===== src/rtl/service_2_countdown_if.sv =====
// service_2_countdown_if
//   Groups the time-set handshake, run/ack controls and display outputs of the
//   countdown stage into one bundle.
//   Signals:
//     finish1  - time-set complete flag from the upstream stage (level)
//     time_in  - BCD MM:SS to load {min tens, min ones, sec tens, sec ones}
//     spdt2    - run switch, 1 = run, 0 = pause
//     push_c   - one-cycle acknowledge / clear pulse
//     num      - remaining time, same BCD layout as time_in
//     sel      - per-digit display enable, bit 3 = leftmost digit
//     finish2  - countdown expired and not yet acknowledged
//   Modports: master drives the inputs and observes the outputs; slave is the
//   countdown block itself.
interface service_2_countdown_if;
    logic        finish1;
    logic [15:0] time_in;
    logic        spdt2;
    logic        push_c;
    logic [15:0] num;
    logic [3:0]  sel;
    logic        finish2;

    modport master (
        output finish1, time_in, spdt2, push_c,
        input  num, sel, finish2
    );

    modport slave (
        input  finish1, time_in, spdt2, push_c,
        output num, sel, finish2
    );
endinterface


===== src/rtl/service_2_countdown.sv =====
// service_2_countdown
//   MM:SS BCD countdown timer. Loads the time from the time-set stage, counts
//   it down one second per TICK_DIV clocks while the run switch is on, and
//   flashes the display once the count reaches zero until acknowledged.
//   Parameters:
//     TICK_DIV - clk cycles per one-second tick
//   Ports:
//     clk      - single clock, rising edge
//     reset    - asynchronous active-low reset
//     bus      - slave side of service_2_countdown_if (controls + display)
module service_2_countdown #(
    parameter int TICK_DIV = 100000000
) (
    input  logic                  clk,
    input  logic                  reset,
    service_2_countdown_if.slave  bus
);

    localparam int PW = (TICK_DIV > 1) ? $clog2(TICK_DIV) : 1;
    localparam logic [PW-1:0] PRESC_MAX = PW'(TICK_DIV - 1);

    typedef enum logic [2:0] {
        IDLE   = 3'd0,
        LOADED = 3'd1,
        RUN    = 3'd2,
        PAUSE  = 3'd3,
        DONE   = 3'd4
    } state_t;

    state_t         state, state_nx;
    logic [15:0]    num_q, num_nx;
    logic [3:0]     sel_q, sel_nx;
    logic           fin_q, fin_nx;
    logic [PW-1:0]  presc, presc_nx;
    logic [15:0]    num_dec;
    logic           tick;

    // One-second BCD decrement. Seconds tens above 5 are not clamped: they
    // simply borrow digit-wise like any other value. Borrowing out of 00
    // seconds reloads 59 and borrows from the minutes.
    function automatic logic [15:0] bcd_dec(input logic [15:0] t);
        logic [3:0] mt, mo, st, so;
        {mt, mo, st, so} = t;
        if (so != 4'd0) begin
            so = so - 4'd1;
        end else if (st != 4'd0) begin
            so = 4'd9;
            st = st - 4'd1;
        end else begin
            so = 4'd9;
            st = 4'd5;
            if (mo != 4'd0) begin
                mo = mo - 4'd1;
            end else begin
                mo = 4'd9;
                mt = mt - 4'd1;
            end
        end
        return {mt, mo, st, so};
    endfunction

    assign num_dec = bcd_dec(num_q);
    assign tick    = (presc == PRESC_MAX);

    always_ff @(posedge clk or negedge reset) begin
        if (!reset) begin
            state <= IDLE;
            num_q <= 16'h0000;
            sel_q <= 4'b0000;
            fin_q <= 1'b0;
            presc <= '0;
        end else begin
            state <= state_nx;
            num_q <= num_nx;
            sel_q <= sel_nx;
            fin_q <= fin_nx;
            presc <= presc_nx;
        end
    end

    always_comb begin
        state_nx = state;
        num_nx   = num_q;
        sel_nx   = sel_q;
        fin_nx   = fin_q;
        presc_nx = presc;

        case (state)
            IDLE: begin
                sel_nx = 4'b0000;
                fin_nx = 1'b0;
                // Level-sensitive: a still-high finish1 reloads immediately.
                if (bus.finish1) begin
                    state_nx = LOADED;
                    num_nx   = bus.time_in;
                    sel_nx   = 4'b1111;
                end
            end

            LOADED: begin
                if (bus.spdt2) begin
                    state_nx = RUN;
                    presc_nx = '0;
                end
            end

            RUN: begin
                if (num_q == 16'h0000) begin
                    // Loaded zero: expire without waiting for a tick.
                    state_nx = DONE;
                    fin_nx   = 1'b1;
                    presc_nx = '0;
                end else if (tick) begin
                    // A tick that coincides with the switch going off still
                    // takes effect before pausing.
                    presc_nx = '0;
                    num_nx   = num_dec;
                    if (num_dec == 16'h0000) begin
                        state_nx = DONE;
                        fin_nx   = 1'b1;
                    end else if (!bus.spdt2) begin
                        state_nx = PAUSE;
                    end
                end else if (bus.spdt2) begin
                    presc_nx = presc + PW'(1);
                end else begin
                    state_nx = PAUSE;
                end
            end

            PAUSE: begin
                if (bus.push_c) begin
                    state_nx = IDLE;
                    num_nx   = 16'h0000;
                    sel_nx   = 4'b0000;
                end else if (bus.spdt2) begin
                    state_nx = RUN;
                end
            end

            DONE: begin
                if (bus.push_c) begin
                    state_nx = IDLE;
                    num_nx   = 16'h0000;
                    sel_nx   = 4'b0000;
                    fin_nx   = 1'b0;
                    presc_nx = '0;
                end else if (tick) begin
                    // Prescaler free-runs here to pace the display flash.
                    presc_nx = '0;
                    sel_nx   = ~sel_q;
                end else begin
                    presc_nx = presc + PW'(1);
                end
            end

            default: begin
                state_nx = IDLE;
            end
        endcase
    end

    assign bus.num     = num_q;
    assign bus.sel     = sel_q;
    assign bus.finish2 = fin_q;

endmodule

===== src/flat_wrapper.sv =====
// flat-port wrapper written by rule: the top's interface ports become plain ports
module service_2_countdown_flat 
#(
    parameter int TICK_DIV = 100000000
)
  (clk, reset, bus_finish1, bus_time_in, bus_spdt2, bus_push_c, bus_num, bus_sel, bus_finish2);
  service_2_countdown_if bus_i ();
  input  logic clk;
  input  logic reset;
  input wire logic [$bits(bus_i.finish1)-1:0] bus_finish1;
  input wire logic [$bits(bus_i.time_in)-1:0] bus_time_in;
  input wire logic [$bits(bus_i.spdt2)-1:0] bus_spdt2;
  input wire logic [$bits(bus_i.push_c)-1:0] bus_push_c;
  output wire logic [$bits(bus_i.num)-1:0] bus_num;
  output wire logic [$bits(bus_i.sel)-1:0] bus_sel;
  output wire logic [$bits(bus_i.finish2)-1:0] bus_finish2;
  assign bus_i.finish1 = bus_finish1;
  assign bus_i.time_in = bus_time_in;
  assign bus_i.spdt2 = bus_spdt2;
  assign bus_i.push_c = bus_push_c;
  assign bus_num = bus_i.num;
  assign bus_sel = bus_i.sel;
  assign bus_finish2 = bus_i.finish2;
  service_2_countdown #(.TICK_DIV(TICK_DIV)) u_core (.clk(clk), .reset(reset), .bus(bus_i));
endmodule

===== config.mk =====
export PLATFORM = sky130hd
export DESIGN_NAME = service_2_countdown_flat
export DESIGN_NICKNAME = d
export VERILOG_FILES = /design/src/rtl/service_2_countdown_if.sv /design/src/rtl/service_2_countdown.sv /design/src/flat_wrapper.sv
export SDC_FILE = /design/constraint.sdc
export NUM_CORES = 1
export LEC_CHECK = 0
export ABC_AREA = 1
export ABC_CLOCK_PERIOD_IN_PS = 3400
export CAP_MARGIN = 20
export CELL_PAD_IN_SITES_DETAIL_PLACEMENT = 1
export CELL_PAD_IN_SITES_GLOBAL_PLACEMENT = 1
export CORE_MARGIN = 10
export CORE_UTILIZATION = 44
export CTS_CLUSTER_DIAMETER = 40
export DETAILED_ROUTE_END_ITERATION = 10
export GPL_ROUTABILITY_DRIVEN = 0
export PLACE_DENSITY = 0.9
export RECOVER_POWER = 25
export SLEW_MARGIN = 20
export SYNTH_ARGS = -nofsm -noshare
export SYNTH_HDL_FRONTEND = slang
export SYNTH_SLANG_ARGS = --single-unit

===== constraint.sdc =====
create_clock -name clk -period 3.4 [get_ports clk]
set_clock_uncertainty 0.05 [all_clocks]
set_input_delay 0.34 -clock clk [delete_from_list [all_inputs] [get_ports clk]]
set_output_delay 0.34 -clock clk [all_outputs]
set_load 0.02 [all_outputs]

==> results of run 1 <==
per-layer routing:
layer | global-route usage (%) | up-vias | wire length [um]
met5 | 0 | - | 0
met4 | 3.97 | 0 | 138
met3 | 2.81 | 13 | 324
met2 | 31.8 | 61 | 5570
met1 | 20.6 | 1720 | 4780
li1 | - | 1758 | -
worst max-delay path by stage:
stage	start	end
floorplan	u_core.bus.num[12]	u_core.presc[12]
global placement	u_core.state[2]	u_core.presc[15]
detailed placement	u_core.state[2]	u_core.presc[15]
CTS	u_core.state[2]	u_core.presc[20]
global route	u_core.state[1]	u_core.presc[20]
finish	u_core.state[2]	u_core.presc[15]
kinds of logic after synthesis:
| group | after synthesis | synth area share, % |
|---|---|---|
| XOR/XNOR | 2 | 0.486 |
| multiplexers | 4 | 1.25 |
| AND/OR/NAND/NOR | 311 | 40.0 |
| flip-flops | 51 | 35.4 |
| buffers and inverters | 79 | 9.83 |
| adder cells (fa/ha/maj) | 3 | 1.04 |
| AO/OA/AOI/OAI | 69 | 12.0 |
stage by stage:
step / cells / setup slack (ps) / utilization (%)
2_1_floorplan: 519 / 1550 / -
3_3_place_gp: 655 / 1220 / 51.9
3_5_place_dp: 655 / 1090 / 51.9
4_1_cts: 663 / 1080 / 53.3
5_1_grt: 663 / 847 / 53.3
6_report: 663 / 1090 / 53.3
synth_stat cells (all sizes together) (3+ instances only):
cell     n
ha       3
inv     70
buf      7
nand2  154
a21oi   22
nor2    69
nand4   13
nor3    16
o21ai   37
dfrtp   51
mux2     4
nand3   53
power by group:
group / internal [mW] / switching (mW) / total, mW
logic: 0.675 / 1.27 / 1.95
registers: 0.756 / 0.164 / 0.920
clock network: 0.220 / 0.223 / 0.443
total: 1.65 / 1.66 / 3.31
cells in the final DEF (no fill, tap or decap), drive strengths merged, types with 3 or more instances in the layout:
cell type	n
o21ai	37
dfrtp	51
ha	3
a21oi	22
nor3	16
nor2	69
nand2	154
mux2	4
nand3	53
nand4	13
clkbuf	6
clkdlybuf4s50	40
inv	70
area by class of cell:
class                      count  area, um2  share of cell area [%]
clock buffer                   5       68.8                    1.65
clock inverter                 3       43.8                    1.05
inverter                      70        273                    6.52
multi-input combinational    389       1970                    47.2
sequential                    51       1280                    30.5
tap                          102        128                    3.05
timing repair buffer          43        419                    10.0
sequential cells by signal, summed over array words and instances, names as in the netlist:
name,flops
u_core.presc,27
u_core.state,3
u_core.bus.sel,4
u_core.bus.num,16
u_core.bus.finish2,1
critical path, stage by stage (launching register included):
cell	delay, ps
sky130_fd_sc_hd__dfrtp_1	490
sky130_fd_sc_hd__nor3_4	210
sky130_fd_sc_hd__buf_4	220
sky130_fd_sc_hd__inv_2	210
sky130_fd_sc_hd__nand3b_1	200
sky130_fd_sc_hd__nand2_4	190
sky130_fd_sc_hd__inv_4	280
sky130_fd_sc_hd__nand3_1	150
sky130_fd_sc_hd__nand2_1	100
sky130_fd_sc_hd__nand2_1	50
sky130_fd_sc_hd__nor2_1	80
==> results.md, run 1 <==
Clocking:
- After clock tree synthesis, the setup repair step added 0 buffers.
- CTS built an H-tree with a depth of 2.
- The number of gates given a new drive strength after cts is 0.
- No sink is reached through more buffers than the 2 on the longest clock path.
- The clock latency of the later-clocked register in the worst-skew pair is 320 ps.
- The quantity of hold-fixing buffers added after cts is 0.
- After clock tree synthesis, the clock-pin slew on the worst setup and hold paths is 110 ps.
- The cell sitting at the root of the clock tree is a sky130_fd_sc_hd__clkbuf_8.
- Counting every sink on the clock net gives 51.
- TritonCTS built the clock tree.
- Clock tree synthesis inserted a total of 5 buffers.

Final layout:
- The design area is 4180 um2.
- After the last flow step, the layout net total stands at 584.
- The ratio of cells with drive above 1 in the final layout is 10.2%.
- The number of antenna cells inserted is 0.
- The area growth from synthesis to layout is 16.0%.
- The layout filler cell count is 1,059.

Logic synthesis:
- The synthesis warning total is 0.
- The number of flip-flops and latches in the synthesized netlist is 51.
- The number of nets handed over by synthesis was 543.
- The number of unique standard cell types used by synthesis is 43.
- Summing the sequential cell areas from Yosys gives 35.4% of the chip area.
- The share of flip-flops with an asynchronous set or reset is 100%.
- The total standard cell area after synthesis is 3600 um2.
- The top cell type by total area after synthesis is sky130_fd_sc_hd__dfrtp_1.
- Averaged over all synthesized cells, the footprint is 6.94 um2.
- Ranked by total cell area, the synthesized netlist is headed by sky130_fd_sc_hd__dfrtp_1 35%, sky130_fd_sc_hd__nand2_1 15%, sky130_fd_sc_hd__nand3_1 7.2%.
- After synthesis, the largest area contributor takes up 35.4% of total cell area.
- The dominant synthesized flop cell is sky130_fd_sc_hd__dfrtp_1.
- The synthesized design contains 0 enable-type register cells.
- After technology mapping, the gate count stands at 519.

Outcome:
- The flow ran to the end, but the final reports show violations.
- The final reports fail on capacitance limit, slew limit.

Floorplan:
- The die span in x is 110 um.
- The initialized floorplan defines 32 standard-cell rows.
- Measured along the y axis, the die boundary spans 110 um.
- 42 I/O pins were placed.
- The area of the placeable core is 7850 um2.
- For this configuration, the core starts out at a cell density of 45.9%.
- The floorplan step defined a die boundary enclosing 12,200 um2.

Routing:
- Once detail routing completed, the nets flagged for antenna violations numbered 0.
- The average wire length per cell after detail routing is 16.3 um.
- After detailed routing, the number of remaining DRC violations is 0.
- The number of vias after detailed routing is 3,552.
- Wires add up to 10,800 um.
- The first-iteration detailed-routing DRC count is 154.
- The detailed-router iteration count before antenna repair is 4.
- In the routed layout, each cell is associated on average with a via count of 5.36.

Worst setup path:
- The worst register-to-register path ends at u_core.presc[15].
- Of all nets on the critical path, the largest fanout is 28.
- The nature of the critical path endpoint is a flop.
- The worst path required time is 3610 ps.
- The type of the worst setup path is flop to flop.
- The worst register-to-register path has a setup slack of 1090 ps.
- The data arrival time of the worst path is 2520 ps.
- The cell count of the worst reg-to-reg path is 10.
- The worst reg2reg path startpoint is u_core.state[2].
- The sort of element at the start of the critical path is a flop.

Worst hold path:
- The critical hold path startpoint is u_core.bus.finish2.
- The worst hold path endpoint is u_core.bus.finish2.
- The depth of the worst hold-timing path is 2.
- In this run the worst hold path is classified as flop to flop.

Timing:
- The measured slew at the worst slew-check pin is 2160 ps.
- The setup TNS is 0 ps.
- The final-report setup violation count is 0.
- Measured against its own limit, the worst slew margin works out to -44.0%.
- The clock period minus final worst setup slack is 2310 ps.
- The number of failing hold endpoints at the final stage is 0.
- The number of pins with negative max-slew slack in the final report came to 38.
- Timing would allow up to 0.432 GHz.
- The worst slack on hold paths is 429 ps.
- Setup repair after global routing left no endpoint under its margin.
- Of the available clock period, the critical path in the final layout requires 68.0%.

Placement:
- Once placement finished, the instance area stood at 4070 um2.
- Detailed placement finished with a half-perimeter wire length of 8300 um.
- The count of buffers from port buffering is 41.

GRT:
- The first global-routing pass estimated 18,300 um of wire.
- The final global-route overflow total is 0.
- The number of antenna violations at the first check in global routing is 0.
- The via count of the first global-routing pass is 3,725.
- The largest net degree at the start of global routing is 38.
- The global-route usage over all layers is 17.4%.

Power:
- The sum of internal, switching and leakage power is 3.31 mW.
- The leakage power figure is 1.94 nW.
- The power density over cell area is 791 nW/um2.
- The largest voltage drop on the vdd net is 0.000371 V.

Job:
- Across the run, the number of max-cap violations was 1.
Note: power is estimated with default switching activity, not from simulation.
==> run 2, diff against run 1 <==
--- a/config.mk
+++ b/config.mk
@@ -6,16 +6,16 @@
 export NUM_CORES = 1
 export LEC_CHECK = 0
 export ABC_AREA = 1
-export ABC_CLOCK_PERIOD_IN_PS = 3400
+export ABC_CLOCK_PERIOD_IN_PS = 2200
 export CAP_MARGIN = 20
 export CELL_PAD_IN_SITES_DETAIL_PLACEMENT = 1
 export CELL_PAD_IN_SITES_GLOBAL_PLACEMENT = 1
 export CORE_MARGIN = 10
-export CORE_UTILIZATION = 44
+export CORE_UTILIZATION = 41
 export CTS_CLUSTER_DIAMETER = 40
 export DETAILED_ROUTE_END_ITERATION = 10
 export GPL_ROUTABILITY_DRIVEN = 0
-export PLACE_DENSITY = 0.9
+export PLACE_DENSITY = 0.85
 export RECOVER_POWER = 25
 export SLEW_MARGIN = 20
 export SYNTH_ARGS = -nofsm -noshare
==> constraint.sdc (replaced) <==
create_clock -name clk -period 2.2 [get_ports clk]
set_clock_uncertainty 0.05 [all_clocks]
set_input_delay 0.22 -clock clk [delete_from_list [all_inputs] [get_ports clk]]
set_output_delay 0.22 -clock clk [all_outputs]
set_load 0.02 [all_outputs]
==> run 2 against run 1 <==
  * The run now ends clean
  * Clock power up 80%
  * Highest routed layer unchanged
  * Cell count grew 3.5%
  * Count of clock-buffer cells in the layout unchanged
  * Largest cell class unchanged
  * Critical path type unchanged
  * Core utilization down 2.1 points
  * Routed wire length rose by 4.2%
  * Sequential power is 55% higher
  * Critical path depth grew 2
==> results.md, run 2 (synthesis results as in run 1) <==
Power:
- The power density over cell area is 1240 nW/um2 (+56%).
- The leakage power figure came to 2.05 nW (+5.8%).
- The largest voltage drop on the vdd net is 0.000493 V (+33%).

Timing:
- The tightest slew margin relative to the limit came to 8.05% (+52 points).
- The highest clock frequency the design can meet is 0.474 GHz (+9.7%).
- The number of pins with negative max-slew slack in the final report is 0 (-100%).
- The worst slack on hold paths was 448 ps (+19.2 ps).
- The measured slew at the worst slew-check pin is 1380 ps (-781 ps).
- The period utilization is 95.9% (+28 points).
- The final-report setup violation count was 0 (unchanged).
- The number of failing hold endpoints at the final stage is 0 (unchanged).
- The setup TNS is 0 ps (unchanged).
- The clock period minus final worst setup slack was 2110 ps (-204 ps).

Floorplan:
- The number of I/O pins came to 42 (unchanged).
- The initial cell density of the core was 41.7% (-4.2 points).
- The die span in x came to 114 um (+2.9%).
- The overall die area is 12,900 um2 (+6.0%).
- The row count is 34 (+6.3%).
- The height of the chip was 114 um (+2.9%).
- The area of the placeable core is 8640 um2 (+10%).

GRT:
- The via count of the first global-routing pass came to 3,955 (+6.2%).
- The largest net degree at the start of global routing came to 29 (-24%).
- The final global-route overflow total is 0 (unchanged).
- The number of antenna violations at the first check in global routing is 0 (unchanged).
- The global-route wire length before repair is 19,400 um (+5.9%).
- The global-route usage over all layers is 17.8% (+0.37 points).

Worst setup path:
- The worst path required time is 2360 ps (-1250 ps).
- The sort of element at the start of the critical path is a flop.
- The worst reg2reg path startpoint is u_core.presc[0].
- The worst register-to-register path ends at u_core.presc[18].
- The worst reg-to-reg setup slack is 90 ps (-1000 ps).
- The critical path is of the flop to flop type.
- The maximum fanout encountered on the critical timing path is 17 (-39%).
- The cell count of the worst reg-to-reg path is 12 (+2).
- The data arrival time of the worst path is 2270 ps (-250 ps).
- STA classifies the critical path endpoint as a flop.

Worst hold path:
- The tightest min-delay check is of the flop to flop type.
- The depth of the worst hold-timing path is 2 (unchanged).
- In this run the most critical hold path is launched from u_core.bus.finish2.
- The worst hold path endpoint is u_core.bus.finish2.

Clocking:
- The clock sink count is 51 (unchanged).
- The clock latency of the later-clocked register in the worst-skew pair came to 320 ps (about the same).
- The maximum clock path buffer count was 2 (unchanged).
- The H-tree level count is 2 (unchanged).
- The clock root buffer is sky130_fd_sc_hd__clkbuf_8.
- The clock slew at the register clock pins of the worst setup and hold paths is 110 ps (about the same).
- The total CTS buffers is 5 (unchanged).
- The TritonCTS clock tree is built.

Routing:
- The routed wire length is 11,300 um (+4.2%).
- The first-iteration detailed-routing DRC count is 148 (-3.9%).
- The count of antenna-violating nets left after detailed routing was 0 (unchanged).
- The remaining routing DRC violations is 0 (unchanged).
- The detailed-route vias per instance came to 5.36 (+0.13%).
- The average wire length per cell after detail routing is 16.4 um (+0.71%).
- The detailed-router iteration count before antenna repair is 4 (unchanged).
- The number of vias after detailed routing was 3,680 (+3.6%).

Final layout:
- The ratio of cells with drive above 1 in the final layout is 14.4% (+4.2 points).
- The register ranked first by flip-flop count is u_core.presc.
- The flip-flop count of the largest register, all copies and words added is 27 (unchanged).
- The library cells used most frequently in the layout, excluding fill and tap cells, are 145 x sky130_fd_sc_hd__nand2_1, 66 x sky130_fd_sc_hd__inv_1, 54 x sky130_fd_sc_hd__nor2_1.
- The area growth from synthesis to layout is 22.6%.
- The net total in the final layout is 601 (+2.9%).
- The most frequent standard cell in the layout excluding fill and tap cells is sky130_fd_sc_hd__nand2_1.
- The layout filler cell count is 1,151 (+8.7%).
- The share of the core filled with cells is 51.2% (-2.1 points).
- The number of antenna cells inserted came to 0 (unchanged).

Placement:
- The half-perimeter wire length after placement was 8720 um (+5.1%).
- The count of buffers from port buffering is 41 (unchanged).

Job:
- The number of violations of the max-capacitance limit is 0 (-1).

Outcome:
- The flow ran to the end, and the final reports show no timing, DRC or antenna violations.
-- run 2: cell count changes in the layout (fill, tap and decap cells not counted), moves of 2 or more --
cell | before | now
sky130_fd_sc_hd__nor2_2 | 3 | 6
sky130_fd_sc_hd__nor2_4 | 5 | 9
sky130_fd_sc_hd__buf_4 | 2 | 15
sky130_fd_sc_hd__nor2_1 | 61 | 54
sky130_fd_sc_hd__nor3_1 | 11 | 9
-- run 2: where the power goes --
part | internal [mW] | total [mW] | switching, mW
registers | 1.17 | 1.43 | 0.261
clock network | 0.454 | 0.799 | 0.345
logic | 1.20 | 3.24 | 2.04
total | 2.82 | 5.47 | 2.65
-- run 2: critical path, stage by stage (launching register included) --
cell and delay, ps:
sky130_fd_sc_hd__dfrtp_1 410, sky130_fd_sc_hd__ha_2 220, sky130_fd_sc_hd__nand3_1 140, sky130_fd_sc_hd__inv_1 100
sky130_fd_sc_hd__nand2_2 120, sky130_fd_sc_hd__nor2_2 160, sky130_fd_sc_hd__nand2_1 100, sky130_fd_sc_hd__nand3_2 90
sky130_fd_sc_hd__nand2_4 90, sky130_fd_sc_hd__buf_12 170, sky130_fd_sc_hd__nor2_1 110, sky130_fd_sc_hd__xor2_1 180
sky130_fd_sc_hd__nor2_1 60
-- run 2: final cells by class --
cell class	instances	area [um2]	share of cell area, %
repair buffers	60	556	12.6
clock inverters	3	67.6	1.53
flip-flops and latches	51	1280	28.9
clock buffers	5	68.8	1.56
well taps	108	135	3.06
multi-input cells	389	2040	46.2
inverters	70	275	6.23
-- run 2: routing by layer --
layer | wire, um | part of all wire [%] | global-route usage, % | vias up
met4 | 157 | 1.4 | 4.23 | 0
met3 | 395 | 3.5 | 2.83 | 12
met1 | 5110 | 45 | 22.6 | 1820
met2 | 5610 | 50 | 30.7 | 49
li1 | - | - | - | 1799
met5 | 0 | 0 | 0 | -
-- run 2: what timing repair did --
item	in CTS	in global routing
setup buffers	0	3
resized for setup	0	18
hold buffers	1	0
endpoints found under the hold margin	51	0
setup endpoints to repair	0	39
-- run 2: worst max path at each step --
stage	start	to	slack [ps]	cells after the start
2_1_floorplan	u_core.bus.num[12]	u_core.presc[12]	350	11
3_3_place_gp	u_core.presc[0]	u_core.bus.num[1]	150	11
3_5_place_dp	u_core.presc[0]	u_core.bus.num[1]	110	11
4_1_cts	u_core.presc[0]	u_core.bus.num[1]	70	11
5_1_grt	u_core.bus.num[0]	u_core.bus.finish2	-50	12
6_report	u_core.presc[0]	u_core.presc[18]	90	12
-- run 2: per-stage QoR --
stage,cell area [um2],cells,setup slack [ps],total power [mW]
CTS,4330,683,72.7,5.44
finish,4420,686,91.1,5.47
global route,4420,686,-46.4,5.97
global placement,4190,674,150,4.52
detailed placement,4190,674,109,4.63
floorplan,3600,519,350,3.64
==> run 3, diff against run 2 <==
--- a/config.mk
+++ b/config.mk
@@ -6,16 +6,16 @@
 export NUM_CORES = 1
 export LEC_CHECK = 0
 export ABC_AREA = 1
-export ABC_CLOCK_PERIOD_IN_PS = 2200
+export ABC_CLOCK_PERIOD_IN_PS = 1800
 export CAP_MARGIN = 20
 export CELL_PAD_IN_SITES_DETAIL_PLACEMENT = 1
 export CELL_PAD_IN_SITES_GLOBAL_PLACEMENT = 1
 export CORE_MARGIN = 10
-export CORE_UTILIZATION = 41
+export CORE_UTILIZATION = 37
 export CTS_CLUSTER_DIAMETER = 40
 export DETAILED_ROUTE_END_ITERATION = 10
 export GPL_ROUTABILITY_DRIVEN = 0
-export PLACE_DENSITY = 0.85
+export PLACE_DENSITY = 0.81
 export RECOVER_POWER = 25
 export SLEW_MARGIN = 20
 export SYNTH_ARGS = -nofsm -noshare
==> constraint.sdc (replaced) <==
create_clock -name clk -period 1.8 [get_ports clk]
set_clock_uncertainty 0.05 [all_clocks]
set_input_delay 0.18 -clock clk [delete_from_list [all_inputs] [get_ports clk]]
set_output_delay 0.18 -clock clk [all_outputs]
set_load 0.02 [all_outputs]
==> run 3 against run 2 <==
  * Combinational power grew 84%
  * First-iteration DRC count up 76%
  * Routed wire length rose by 51%
  * Cell count rose by 17%
  * Hold slack worse by 68 ps
  * Clock power is 8.8% lower
  * Register-to-register slack got worse by 450 ps
  * Sequential share of layout area fell by 5.6 points
  * Largest cell class unchanged
  * Worst setup slack got worse by 450 ps
  * The flow now finishes with violations (setup timing)
  * Die area is 8.9% higher
==> results.md, run 3 (synthesis results as in run 1) <==
Timing:
- The period utilization is 120% (+24 points).
- The clock period minus final worst setup slack is 2150 ps (+45.2 ps).
- The number of pins with negative max-slew slack in the final report is 0 (unchanged).
- The worst setup slack after layout is -354 ps (-445 ps).
- Setup repair after global routing could not meet its margin everywhere.
- The tightest slew margin relative to the limit is 57.6% (+50 points).
- The number of failing hold endpoints at the final stage is 0 (unchanged).
- The highest clock frequency the design can meet is 0.464 GHz (-2.1%).
- The final-report setup violation count is 51 (+51).
- The measured slew at the worst slew-check pin is 636 ps (-743 ps).

Routing:
- The count of antenna-violating nets left after detailed routing came to 0 (unchanged).
- The detailed-route vias per instance is 5.61 (+4.7%).
- The detailed-router iteration count before antenna repair is 4 (unchanged).
- The number of vias after detailed routing came to 4,508 (+23%).
- The remaining routing DRC violations is 0 (unchanged).
- The average wire length per cell after detail routing was 21.1 um (+29%).
- The routed wire length is 17,000 um (+51%).
- The first-iteration detailed-routing DRC count is 261 (+76%).

Final layout:
- The most frequent standard cell in the layout excluding fill and tap cells is sky130_fd_sc_hd__nand2_1.
- The count of non-filler cells in the finished layout is 803 (+17%).
- The area added between synthesis and finish is 54.0%.
- The area taken by multi-input logic gates is 2380 um2 (+17%).
- The flip-flop count of the largest register, all copies and words added is 27 (unchanged).
- The total area of sequential cells came to 1290 um2 (+1.1%).
- The share of the core filled with cells was 59.2% (+8.0 points).
- In the layout the commonest cells are 112 x sky130_fd_sc_hd__nand2_1, 101 x sky130_fd_sc_hd__buf_4, 50 x sky130_fd_sc_hd__inv_1.
- The number of antenna cells inserted is 0 (unchanged).
- The layout filler cell count is 1,178 (+2.3%).
- More flip-flops sit in one register than any other, and that register is u_core.presc.
- The net total in the final layout is 697 (+16%).
- The ratio of cells with drive above 1 in the final layout is 40.9% (+27 points).

Clocking:
- The clock sink count came to 51 (unchanged).
- TritonCTS built the clock tree.
- The clock slew at the register clock pins of the worst setup and hold paths is 110 ps (about the same).
- The H-tree level count is 2 (unchanged).
- The maximum clock path buffer count is 2 (unchanged).
- The total CTS buffers is 5 (unchanged).
- The clock root buffer is sky130_fd_sc_hd__clkbuf_8.
- The clock latency of the later-clocked register in the worst-skew pair is 320 ps (about the same).

Outcome:
- The run finished, with violations left.
- The checks that failed: setup timing.

Worst setup path:
- The startpoint identified for the worst register-to-register timing path is u_core.bus.num[7].
- By instance count, the cell type seen most on the critical path is sky130_fd_sc_hd__nand2_1.
- The maximum fanout encountered on the critical timing path came to 3 (-14).
- The type of the worst setup path is flop to flop.
- The data arrival time of the worst path is 2330 ps (+60 ps).
- The count of buffer and inverter cells on the critical path is 1 (-1).
- The dominant delay contributor by cell family on the critical path is simple AND/OR/NAND/NOR gates.
- The worst-path cell with the longest stage delay is sky130_fd_sc_hd__dfrtp_2.
- The sort of element at the start of the critical path is a flop.
- The largest incremental delay on the critical path came to 440 ps (+30 ps).
- Walking the worst path, the cells encountered are nor2_4 > buf_6 > nand2_2 > nor2_4 > nand2_4 > nand2_1 > nand2_1 > nor2_1 > nand2_1 > nor2_1 > nand2_1 > nand2_2 > nand2_1 > nand2_1 > nand2_1.
- In this run the worst setup path begins at u_core.bus.num[7].
- STA classifies the critical path endpoint as a flop.
- The worst path required time is 1970 ps (-390 ps).

GRT:
- The largest net degree at the start of global routing is 29 (unchanged).
- The global-route wire length before repair came to 23,200 um (+19%).
- The number of antenna violations at the first check in global routing is 0 (unchanged).
- The final global-route overflow total is 0 (unchanged).
- The via count of the first global-routing pass is 4,630 (+17%).
- The global-route usage over all layers is 19.6% (+1.8 points).

Placement:
- The half-perimeter wire length after placement is 10,200 um (+17%).
- The count of buffers from port buffering came to 41 (unchanged).
- The worst slack after detailed placement is -239 ps (-349 ps).
- The number of placed instances with taps included came to 772 (+15%).

Job:
- The number of violations of the max-capacitance limit was 0 (unchanged).

Floorplan:
- The area of the placeable core is 9370 um2 (+8.5%).
- The overall die area is 14,100 um2 (+8.9%).
- The number of I/O pins was 42 (unchanged).
- The row count was 35 (+2.9%).
- The initial cell density of the core is 38.5% (-3.3 points).
- The height of the chip is 119 um (+4.3%).
- The die span in x is 119 um (+4.3%).

Power:
- The largest voltage drop on the vdd net came to 0.000710 V (+44%).
- The total net switching power is 4.26 mW (+61%).
- The leakage power figure is 2.63 nW (+28%).
- The sequential cell fraction of total power is 20.6% (-5.5 points).
- The cell-internal power is 4.18 mW (+48%).
- The sum of internal, switching and leakage power is 8.45 mW (+54%).
- The combinational power share is 70.7% (+11 points).
- The power density over cell area is 1520 nW/um2 (+23%).
- The clock power share is 8.6% (-6.0 points).
- The switching power share of the total is 50.5% (+2.1 points).

Worst hold path:
- The type of the worst min-delay path is primary input to async pin.
[run 3: final timing paths]
kind,to,slack [ps],cells after the start
max reg2reg,u_core.bus.finish2,-350,15
max,u_core.bus.finish2,-350,15
min,u_core.bus.num[3],380,3
min reg2reg,u_core.presc[26],500,2
min in group clk,u_core.bus.num[12],490,5
max in group asynchronous,u_core.bus.num[1],800,3
[run 3: per-stage QoR]
stage / area, um2 / hold slack, ps / setup TNS [ps]
6_report: 5550 / 380 / -6950
3_3_place_gp: 4830 / 149 / -2080
5_1_grt: 5550 / 433 / -10590
2_1_floorplan: 3620 / -166 / -0.0415
3_5_place_dp: 4830 / 157 / -5300
4_1_cts: 5160 / 358 / -1780
[run 3: power by group through the flow]
| stage | clock network, mW | logic (mW) | registers (mW) |
|---|---|---|---|
| after detailed placement | 0 | 4.79 | 1.69 |
| after floorplan | 0 | 2.51 | 1.98 |
| after global routing | 0.783 | 6.38 | 1.77 |
| after global placement | 0 | 4.59 | 1.66 |
| after CTS | 0.738 | 5.05 | 1.70 |
| final | 0.729 | 5.97 | 1.74 |
[run 3: final cells by class]
type                    count  share of cell area (%)
clock buffers               7                    1.56
clock inverters             1                  0.0902
inverters                  70                    5.19
multi-input cells         389                    42.9
flip-flops and latches     51                    23.2
well taps                 129                    2.91
repair buffers            154                    23.8
repair inverters            2                   0.361
[run 3: worst reg2reg max path: cells and delay by family (launching register included)]
family	cells	cell delay [ps]
and+or+nand+nor	14	1430
DFF	1	440
buffers and inverters	1	120
[run 3: timing repair]
item	CTS	global route
hold buffers	1	0
pin swaps	22	14
setup endpoints to repair	51	51
setup buffers	9	11
endpoints found under the hold margin	51	0
resized for setup	56	91
gates cloned	0	2
[run 3: layer usage]
layer | wire length (um) | GRT usage (%) | up-vias
li1 | - | - | 1991
met1 | 6520 | 21.6 | 2268
met2 | 8860 | 36.1 | 177
met3 | 841 | 3.76 | 72
met4 | 759 | 7.18 | 0
met5 | 0 | 0 | -
